`config.mk`:
```
export PLATFORM = sky130hd
export DESIGN_NAME = adder_bist
export DESIGN_NICKNAME = d
export VERILOG_FILES = /design/src/rtl/adder_bist_pkg.sv /design/src/rtl/adder_bist_mem.sv /design/src/rtl/adder_bist.sv
export SDC_FILE = /design/constraint.sdc
export NUM_CORES = 1
export LEC_CHECK = 0
export CAP_MARGIN = 20
export CORE_MARGIN = 4
export CORE_UTILIZATION = 55
export CTS_BUF_LIST = sky130_fd_sc_hd__clkbuf_4
export DETAILED_ROUTE_END_ITERATION = 6
export DONT_BUFFER_PORTS = 1
export PLACE_DENSITY = 0.69
export SYNTH_ARGS = -nofsm -noshare
export SYNTH_HDL_FRONTEND = slang
export SYNTH_SLANG_ARGS = --single-unit
export TNS_END_PERCENT = 50
```
`constraint.sdc`:
```
create_clock -name clk -period 7.9 [get_ports clk]
set_clock_uncertainty 0.15 [all_clocks]
set_input_delay 1.185 -clock clk [delete_from_list [all_inputs] [get_ports clk]]
set_output_delay 1.185 -clock clk [all_outputs]
set_load 0.01 [all_outputs]
```
`src/rtl/adder_bist_pkg.sv`:
```
// Shared defaults, FSM state encoding and the stored-pattern layout for the
// adder BIST controller.
package adder_bist_pkg;

  localparam int DEF_DATA_WIDTH = 16;
  localparam int DEF_N          = 9;
  localparam int DEF_LATENCY    = 2;

  typedef enum logic [1:0] {
    ST_IDLE,
    ST_DRIVE,
    ST_DRAIN,
    ST_DONE
  } state_t;

  // One memory entry: operands a, b and the expected sum y (mod 2^width).
  typedef struct packed {
    logic [DEF_DATA_WIDTH-1:0] a;
    logic [DEF_DATA_WIDTH-1:0] b;
    logic [DEF_DATA_WIDTH-1:0] y;
  } pattern_t;

endpackage

```
`src/rtl/adder_bist_mem.sv`:
```
// Pattern store: one synchronous write port, an operand read port for the
// issue side and a golden-result read port for the compare side.
module adder_bist_mem
  import adder_bist_pkg::*;
#(
  parameter int DATA_WIDTH = DEF_DATA_WIDTH,
  parameter int N          = DEF_N,
  parameter int AW         = $clog2(N)
) (
  input  logic                    clk,
  input  logic                    we,
  input  logic [AW-1:0]           waddr,
  input  logic [3*DATA_WIDTH-1:0] wdata,
  input  logic [AW-1:0]           iss_addr,
  output logic [2*DATA_WIDTH-1:0] iss_ab,
  input  logic [AW-1:0]           cmp_addr,
  output logic [DATA_WIDTH-1:0]   cmp_y
);

  logic [3*DATA_WIDTH-1:0] mem [N];

  always_ff @(posedge clk) begin
    if (we) mem[waddr] <= wdata;
  end

  // Write-through on the issue port so a load in the start cycle reaches entry 0.
  assign iss_ab = (we && (waddr == iss_addr)) ? wdata[3*DATA_WIDTH-1:DATA_WIDTH]
                                              : mem[iss_addr][3*DATA_WIDTH-1:DATA_WIDTH];
  assign cmp_y  = mem[cmp_addr][DATA_WIDTH-1:0];

endmodule

```
`src/rtl/adder_bist.sv`:
```
// BIST controller for a pipelined adder: streams stored operand pairs to the
// DUT one per cycle and checks each result against its stored golden sum.
module adder_bist
  import adder_bist_pkg::*;
#(
  parameter int DATA_WIDTH = DEF_DATA_WIDTH,
  parameter int N          = DEF_N,
  parameter int LATENCY    = DEF_LATENCY
) (
  input  logic                      clk,
  input  logic                      rst,
  input  logic                      load_en,
  input  logic [$clog2(N)-1:0]      load_addr,
  input  logic [3*DATA_WIDTH-1:0]   load_data,
  input  logic                      start,
  output logic [DATA_WIDTH-1:0]     a0,
  output logic [DATA_WIDTH-1:0]     a1,
  input  logic [DATA_WIDTH-1:0]     y,
  output logic                      busy,
  output logic                      done,
  output logic                      pass,
  output logic [$clog2(N+1)-1:0]    err_cnt,
  output logic [$clog2(N)-1:0]      first_err_idx
);

  localparam int AW = $clog2(N);
  localparam int CW = $clog2(N+1);

  state_t                  state, state_nxt;
  logic [CW-1:0]           iss_idx;
  logic [AW-1:0]           iss_addr;
  logic [2*DATA_WIDTH-1:0] iss_ab;
  logic [DATA_WIDTH-1:0]   cmp_y;
  logic                    vld_p [LATENCY+1];
  logic [AW-1:0]           idx_p [LATENCY+1];
  logic                    idle_like, start_ok, mem_we, issue, iss_more;
  logic                    cmp_vld, cmp_last, mismatch;

  assign idle_like = (state == ST_IDLE) || (state == ST_DONE);
  assign start_ok  = start && idle_like;
  assign mem_we    = load_en && idle_like && (int'(load_addr) < N);
  assign iss_more  = int'(iss_idx) < N;
  assign iss_addr  = (state == ST_DRIVE) ? iss_idx[AW-1:0] : '0;
  assign issue     = start_ok || ((state == ST_DRIVE) && iss_more);

  assign cmp_vld   = vld_p[LATENCY];
  assign cmp_last  = cmp_vld && (int'(idx_p[LATENCY]) == N - 1);
  assign mismatch  = cmp_vld && (y != cmp_y);

  assign busy = (state == ST_DRIVE) || (state == ST_DRAIN);
  assign done = (state == ST_DONE);
  assign pass = done && (err_cnt == '0);

  adder_bist_mem #(
    .DATA_WIDTH (DATA_WIDTH),
    .N          (N),
    .AW         (AW)
  ) u_mem (
    .clk      (clk),
    .we       (mem_we),
    .waddr    (load_addr),
    .wdata    (load_data),
    .iss_addr (iss_addr),
    .iss_ab   (iss_ab),
    .cmp_addr (idx_p[LATENCY]),
    .cmp_y    (cmp_y)
  );

  always_comb begin
    state_nxt = state;
    case (state)
      ST_IDLE:  if (start) state_nxt = ST_DRIVE;
      ST_DRIVE: begin
        if (cmp_last)       state_nxt = ST_DONE;
        else if (!iss_more) state_nxt = ST_DRAIN;
      end
      ST_DRAIN: if (cmp_last) state_nxt = ST_DONE;
      ST_DONE:  if (start) state_nxt = ST_DRIVE;
      default:  state_nxt = ST_IDLE;
    endcase
  end

  // Stage p0: operand issue register; p1..pLATENCY: compare-side valid/index delay.
  always_ff @(posedge clk) begin
    if (rst) begin
      state         <= ST_IDLE;
      a0            <= '0;
      a1            <= '0;
      iss_idx       <= '0;
      err_cnt       <= '0;
      first_err_idx <= '0;
      for (int k = 0; k <= LATENCY; k++) vld_p[k] <= 1'b0;
    end else begin
      state <= state_nxt;
      if (issue) begin
        a0       <= iss_ab[2*DATA_WIDTH-1:DATA_WIDTH];
        a1       <= iss_ab[DATA_WIDTH-1:0];
        vld_p[0] <= 1'b1;
        iss_idx  <= start_ok ? CW'(1) : iss_idx + CW'(1);
      end else begin
        a0       <= '0;
        a1       <= '0;
        vld_p[0] <= 1'b0;
      end
      for (int k = 1; k <= LATENCY; k++) vld_p[k] <= vld_p[k-1];
      if (start_ok) begin
        err_cnt       <= '0;
        first_err_idx <= '0;
      end else if (mismatch) begin
        err_cnt <= err_cnt + CW'(1);
        if (err_cnt == '0) first_err_idx <= idx_p[LATENCY];
      end
    end
  end

  always_ff @(posedge clk) begin
    idx_p[0] <= iss_addr;
    for (int k = 1; k <= LATENCY; k++) idx_p[k] <= idx_p[k-1];
  end

endmodule

```
# Yosys cells after proc, flatten, opt, wreduce, memory -nomap -nowiden
# Memory sizes are Yosys's and may differ from the RTL's.
# Cells that the tools add are included.
# classes
add_sub_neg,2
order_cmp,2
n_eq_ne,9
mux,23
bitwise,5
reduce_logical,18
# op_table
op,n
$mux W32,1
$ne A16 B16 Y1,1
$mux W1,15
$add A4 B1 Y4 const B,2
$logic_and A1 B1 Y1,8
$lt A4 B4 Y1 const B,2
$mux W2,4
$mux W4,2
$pmux W2 S3,1
$reduce_or A2 Y1,3
$eq A2 B2 Y1 const B,2
$eq A4 B4 Y1,1
$eq A4 B4 Y1 const B,1
$logic_not A4 Y1,1
$or A1 B1 Y1,4
$logic_or A1 B1 Y1,3
$ne A3 B3 Y1 const B,1
$reduce_and A3 Y1,1
$eq A2 B1 Y1 const B,1
$logic_not A2 Y1,1
$ne A2 B1 Y1 const B,1
$ne A2 B2 Y1 const B,1
$reduce_and A2 Y1,1
$not A1 Y1,1
# word_totals
reg_bits,46
ramBits,447
output_inout_bits,43
elab_cells,68
n_memories,3
# mem_list
name,depth,width,rd,rd_clocked_by_memory_dff,wr,line,source
u_mem.mem,9,48,2,0,1,adder_bist_mem.sv:20,logic [3*DATA_WIDTH-1:0] mem [N];
idx_p,3,4,3,0,3,adder_bist.sv:35,logic [AW-1:0] idx_p [LATENCY+1];
vld_p,3,1,3,0,3,adder_bist.sv:34,logic vld_p [LATENCY+1];

# Longest topological paths before layout
# logic_depth
depth_word,9
mapped_depth,11
mapped_depth_nobuf,9

# Hierarchy
# A second synthesis with hierarchy kept.
# unflattened
cells_unflattened,1043
area_unflattened_um2,18948.2
# modules_own_cells
mod,instances,cells_per_inst,area_per_inst_um2
adder_bist_mem,1,848,16788.6
adder_bist,1,195,2159.6

# Worst setup path before layout
# No wires, ideal clock.
# synth_timing
path_kind,input to register
startpoint,input port load_addr[2]
endpoint,"memory u_mem.mem[0][0] (netlist name), enable pin"
setup_ps,573
arrival_ps,6462
slack_ps,715
stages,5
path_buffers,1
path_cell_list,clkbuf_1 -> o31ai_1 -> and3_1 -> nand2b_1 -> nor4_1
# synth_via
elab_chain_cells,4
# synth_rtl
item,line,source
from (decl),adder_bist.sv:13,"input logic [$clog2(N)-1:0] load_addr,"
$lt A4 B4 Y1,adder_bist.sv:41,assign mem_we = load_en && idle_like && (int'(load_addr) < N);
$logic_and A1 B1 Y1,adder_bist.sv:41,
$mux W1,adder_bist_mem.sv:23,if (we) mem[waddr] <= wdata;
$mux W1 (not written as such),adder_bist_mem.sv:23,
to (decl),adder_bist_mem.sv:20,
# Several ways; a longest one is shown, not always the timed one.

# Worst setup path after layout
# layout_timing
startpoint,register err_cnt[0]
endpoint,output port pass
# layout_via
elab_chain_cells,2
# layout_rtl
item,line,source
from (decl),adder_bist.sv:22,"output logic [$clog2(N+1)-1:0] err_cnt,"
from (signal assigned),adder_bist.sv:110,err_cnt <= err_cnt + CW'(1);
$logic_not A4 Y1,adder_bist.sv:52,assign pass = done && (err_cnt == '0);
$logic_and A1 B1 Y1,adder_bist.sv:52,
to (decl),adder_bist.sv:21,"output logic pass,"
# No other way between the ends.

==> results.tsv <==
stage	metric	value	unit
yosys	avgSynthCellArea	16.6	µm²
layout	drive_above_1_share	0.224	
cts	cts_tree	built	
pwr	ir_worst_vdd	0.150	mV
pwr	finalPower	0.00575	W
timing	setup_violations	0	
floorplanning	die_area	37400	µm²
pwr	p_leak	6.72	nW
cts	clock_path_buffers	3	
floorplanning	row_count	67	
yosys	ys_seq_elements	493	
placement	dp_hpwl	23.0	mm
layout	synthToLayoutAreaGrowth	11.3	%
timing	max_freq	0.308	GHz
global_route	antenna_found_initial	2	
job	drv_cap	0	
global_route	gr-total-overflow	0	
placement	portBuffers	0	
hold_path	hold_class	reg2reg	
yosys	yosysMostFrequentCell	edfxtp_1	
timing	finalHoldViolCount	0	
worst_setup_path	cp-start-kind	register	
cts	cts.clk_slew.worst_paths	0.06	ns
pwr	powerDensity	273	nW/µm²
timing	hold_slack	0.156	ns
worst_setup_path	cp_max_fo	5	
placement	dp_cells	1544	
yosys	ys_types	52	
routing	vias	10600	
worst_setup_path	worstPathArrival	1.91	ns
floorplanning	die_h	193	µm
cts	ctsResizeCount	0	
timing	post-route-period-util	0.411	
routing	drt_pass1_iterations	5	
routing	wirelength	42.4	mm
yosys	syn_area	18900	µm²
routing	wl_per_cell	24.1	µm
floorplanning	core-area	33700	µm²
global_route	grt_pass1_vias	10800	
yosys	ys.flop_type	edfxtp_1	
yosys	ys_top_cells_by_area	edfxtp_1 (69%), dfxtp_1 (6.1%), mux4_2 (5.1%)	
yosys	yosysSeqAreaShare	0.752	
run_status	outcome	finished clean	
global_route	grt_max_degree	66	
yosys	synth_common_cells	edfxtp_1 (435), nand2_1 (102), a21oi_1 (72)	
yosys	async_flop_share	0	
worst_setup_path	crit_required	6.57	ns
routing	viasPerCell	6.01	
routing	drc_errors	0	
layout	finalNetCount	1298	
floorplanning	fp.dieW	193	µm
timing	slew_headroom	0.383	
timing	min_period	3.25	ns
cts	numClockSinks	493	
routing	ant_nets	0	
timing	setup_tns	0	ns
worst_setup_path	critPathKind	reg2out	
worst_setup_path	crit_chain	inv_1 > ha_1 > nor3b_1 > and2_1	
cts	postCtsSetupRepairBufs	0	
floorplanning	io_pins	115	
placement	place.gp.congestion	0.800	
cts	cts_hold_buf	0	
layout	final_core_util	0.625	
cts	root_buffer	clkbuf_4	
yosys	yosys_warnings	0	
cts	numCtsBuffers	119	
timing	slew_violations	0	
global_route	grt.total_usage	0.226	
floorplanning	initial_core_util	0.562	
yosys	synthesis.instances	1140	
timing	rsz0062_at_grt	false	
cts	cts-htree-levels	3	
yosys	synth-edff-count	435	
routing	first_iter_violations	996	
worst_setup_path	critPathCaptureType	output pin	
worst_setup_path	cp_slowest_cell	dfxtp_1	
cts	clk_latency	0.79	ns
yosys	yosys.area.top_type	edfxtp_1	
worst_setup_path	max_stage_delay	0.38	ns
global_route	grt_pass1_wl	64.8	mm
layout	finalNonFillerCells	1764	
yosys	synth_top_area_frac	0.690	
timing	tightest_slew	0.922	ns
routing by layer:
metal,GRT usage,up-vias,share of wire,wire length (µm)
met3,0.0564,63,0.086,3640
met1,0.316,5319,0.41,17600
met5,0,-,0,0
met4,0.0734,0,0.018,755
met2,0.354,485,0.48,20500
li1,-,4742,-,-
area by class of cell:
type,instances,area (µm²)
clock inverter,27,134
tap,448,561
antenna,2,5.00
inverter,14,52.6
clock buffer,190,1430
fill,2471,12600
timing repair buffer,24,200
multi-input combinational,566,4450
sequential,493,14200
registers in the layout, summed over array words and instances, names as in the netlist:
name           count
a0                16
a1                16
err_cnt            4
first_err_idx      4
idx_p             12
iss_idx            4
state              2
u_mem.mem        432
vld_p              3
worst max-delay path: cells and delay by family, from the launching register on:
kind	cells	cell delay (ns)
adder cells (fa/ha/maj)	1	0.14
AND/OR/NAND/NOR	2	0.51
flip-flops	1	0.38
buffers and inverters	1	0.10
report_power, final:
part	leakage, nW	internal, W	switching [W]
logic	1.39	0.000258	0.000437
registers	4.39	0.00293	0.0000555
clock network	0.935	0.00111	0.000957
worst paths after layout:
check                           cells after the start  slack, ns    startpoint          endpoint
worst max-delay path                                4       4.65    err_cnt[0]              pass
worst min-delay path                                0       0.16   idx_p[0][6]      idx_p[0][10]
worst max register to register                      8       4.69  idx_p[0][10]  first_err_idx[3]
worst min register to register                      0       0.16   idx_p[0][6]      idx_p[0][10]
cell families (layout without fill, tap and decap cells):
| family | count (synthesis) | in the layout | share of synthesized area |
|---|---|---|---|
| buffers and inverters | 83 | 255 | 0.0182 |
| flip-flops | 493 | 493 | 0.752 |
| multiplexers | 99 | 99 | 0.0814 |
| AO/OA/AOI/OAI | 269 | 269 | 0.0918 |
| AND/OR/NAND/NOR | 156 | 156 | 0.0372 |
| other | 1 | 5 | 0.000198 |
| adder cells (fa/ha/maj) | 8 | 8 | 0.00529 |
| XOR/XNOR | 31 | 31 | 0.0143 |
stage by stage:
stage          worst slack (ns)  area [µm²]
2_1_floorplan             0.715       18900
3_3_place_gp               4.21       19500
3_5_place_dp               4.19       19500
4_1_cts                    4.54       21000
5_1_grt                    4.47       21100
6_report                   4.65       21100
cells in the final DEF (no fill, tap or decap), drive strengths merged, types with 2 or more instances in the layout:
| cell type | synthesis | final |
|---|---|---|
| nand2 | 102 | 102 |
| xor2 | 13 | 13 |
| ha | 8 | 8 |
| nor4 | 6 | 6 |
| o22ai | 3 | 3 |
| a22o | 8 | 8 |
| and3 | 2 | 2 |
| o211ai | 65 | 65 |
| mux2i | 47 | 47 |
| a21oi | 73 | 73 |
| nor2 | 18 | 18 |
| and2 | 3 | 3 |
| mux4 | 43 | 43 |
| nand2b | 5 | 5 |
| nor2b | 7 | 7 |
| o21ai | 68 | 68 |
| or3 | 2 | 2 |
| clkbuf | 47 | 190 |
| diode | 0 | 2 |
| dfxtp | 58 | 58 |
| a31oi | 2 | 2 |
| xnor2 | 18 | 18 |
| nand3 | 4 | 4 |
| inv | 14 | 15 |
| buf | 22 | 24 |
| o31ai | 3 | 3 |
| a221oi | 6 | 6 |
| edfxtp | 435 | 435 |
| mux2 | 9 | 9 |
| nor3b | 2 | 2 |
| conb | 1 | 3 |
| clkinv | 0 | 24 |
| o221ai | 32 | 32 |
Note: power is estimated with default switching activity, not from simulation.
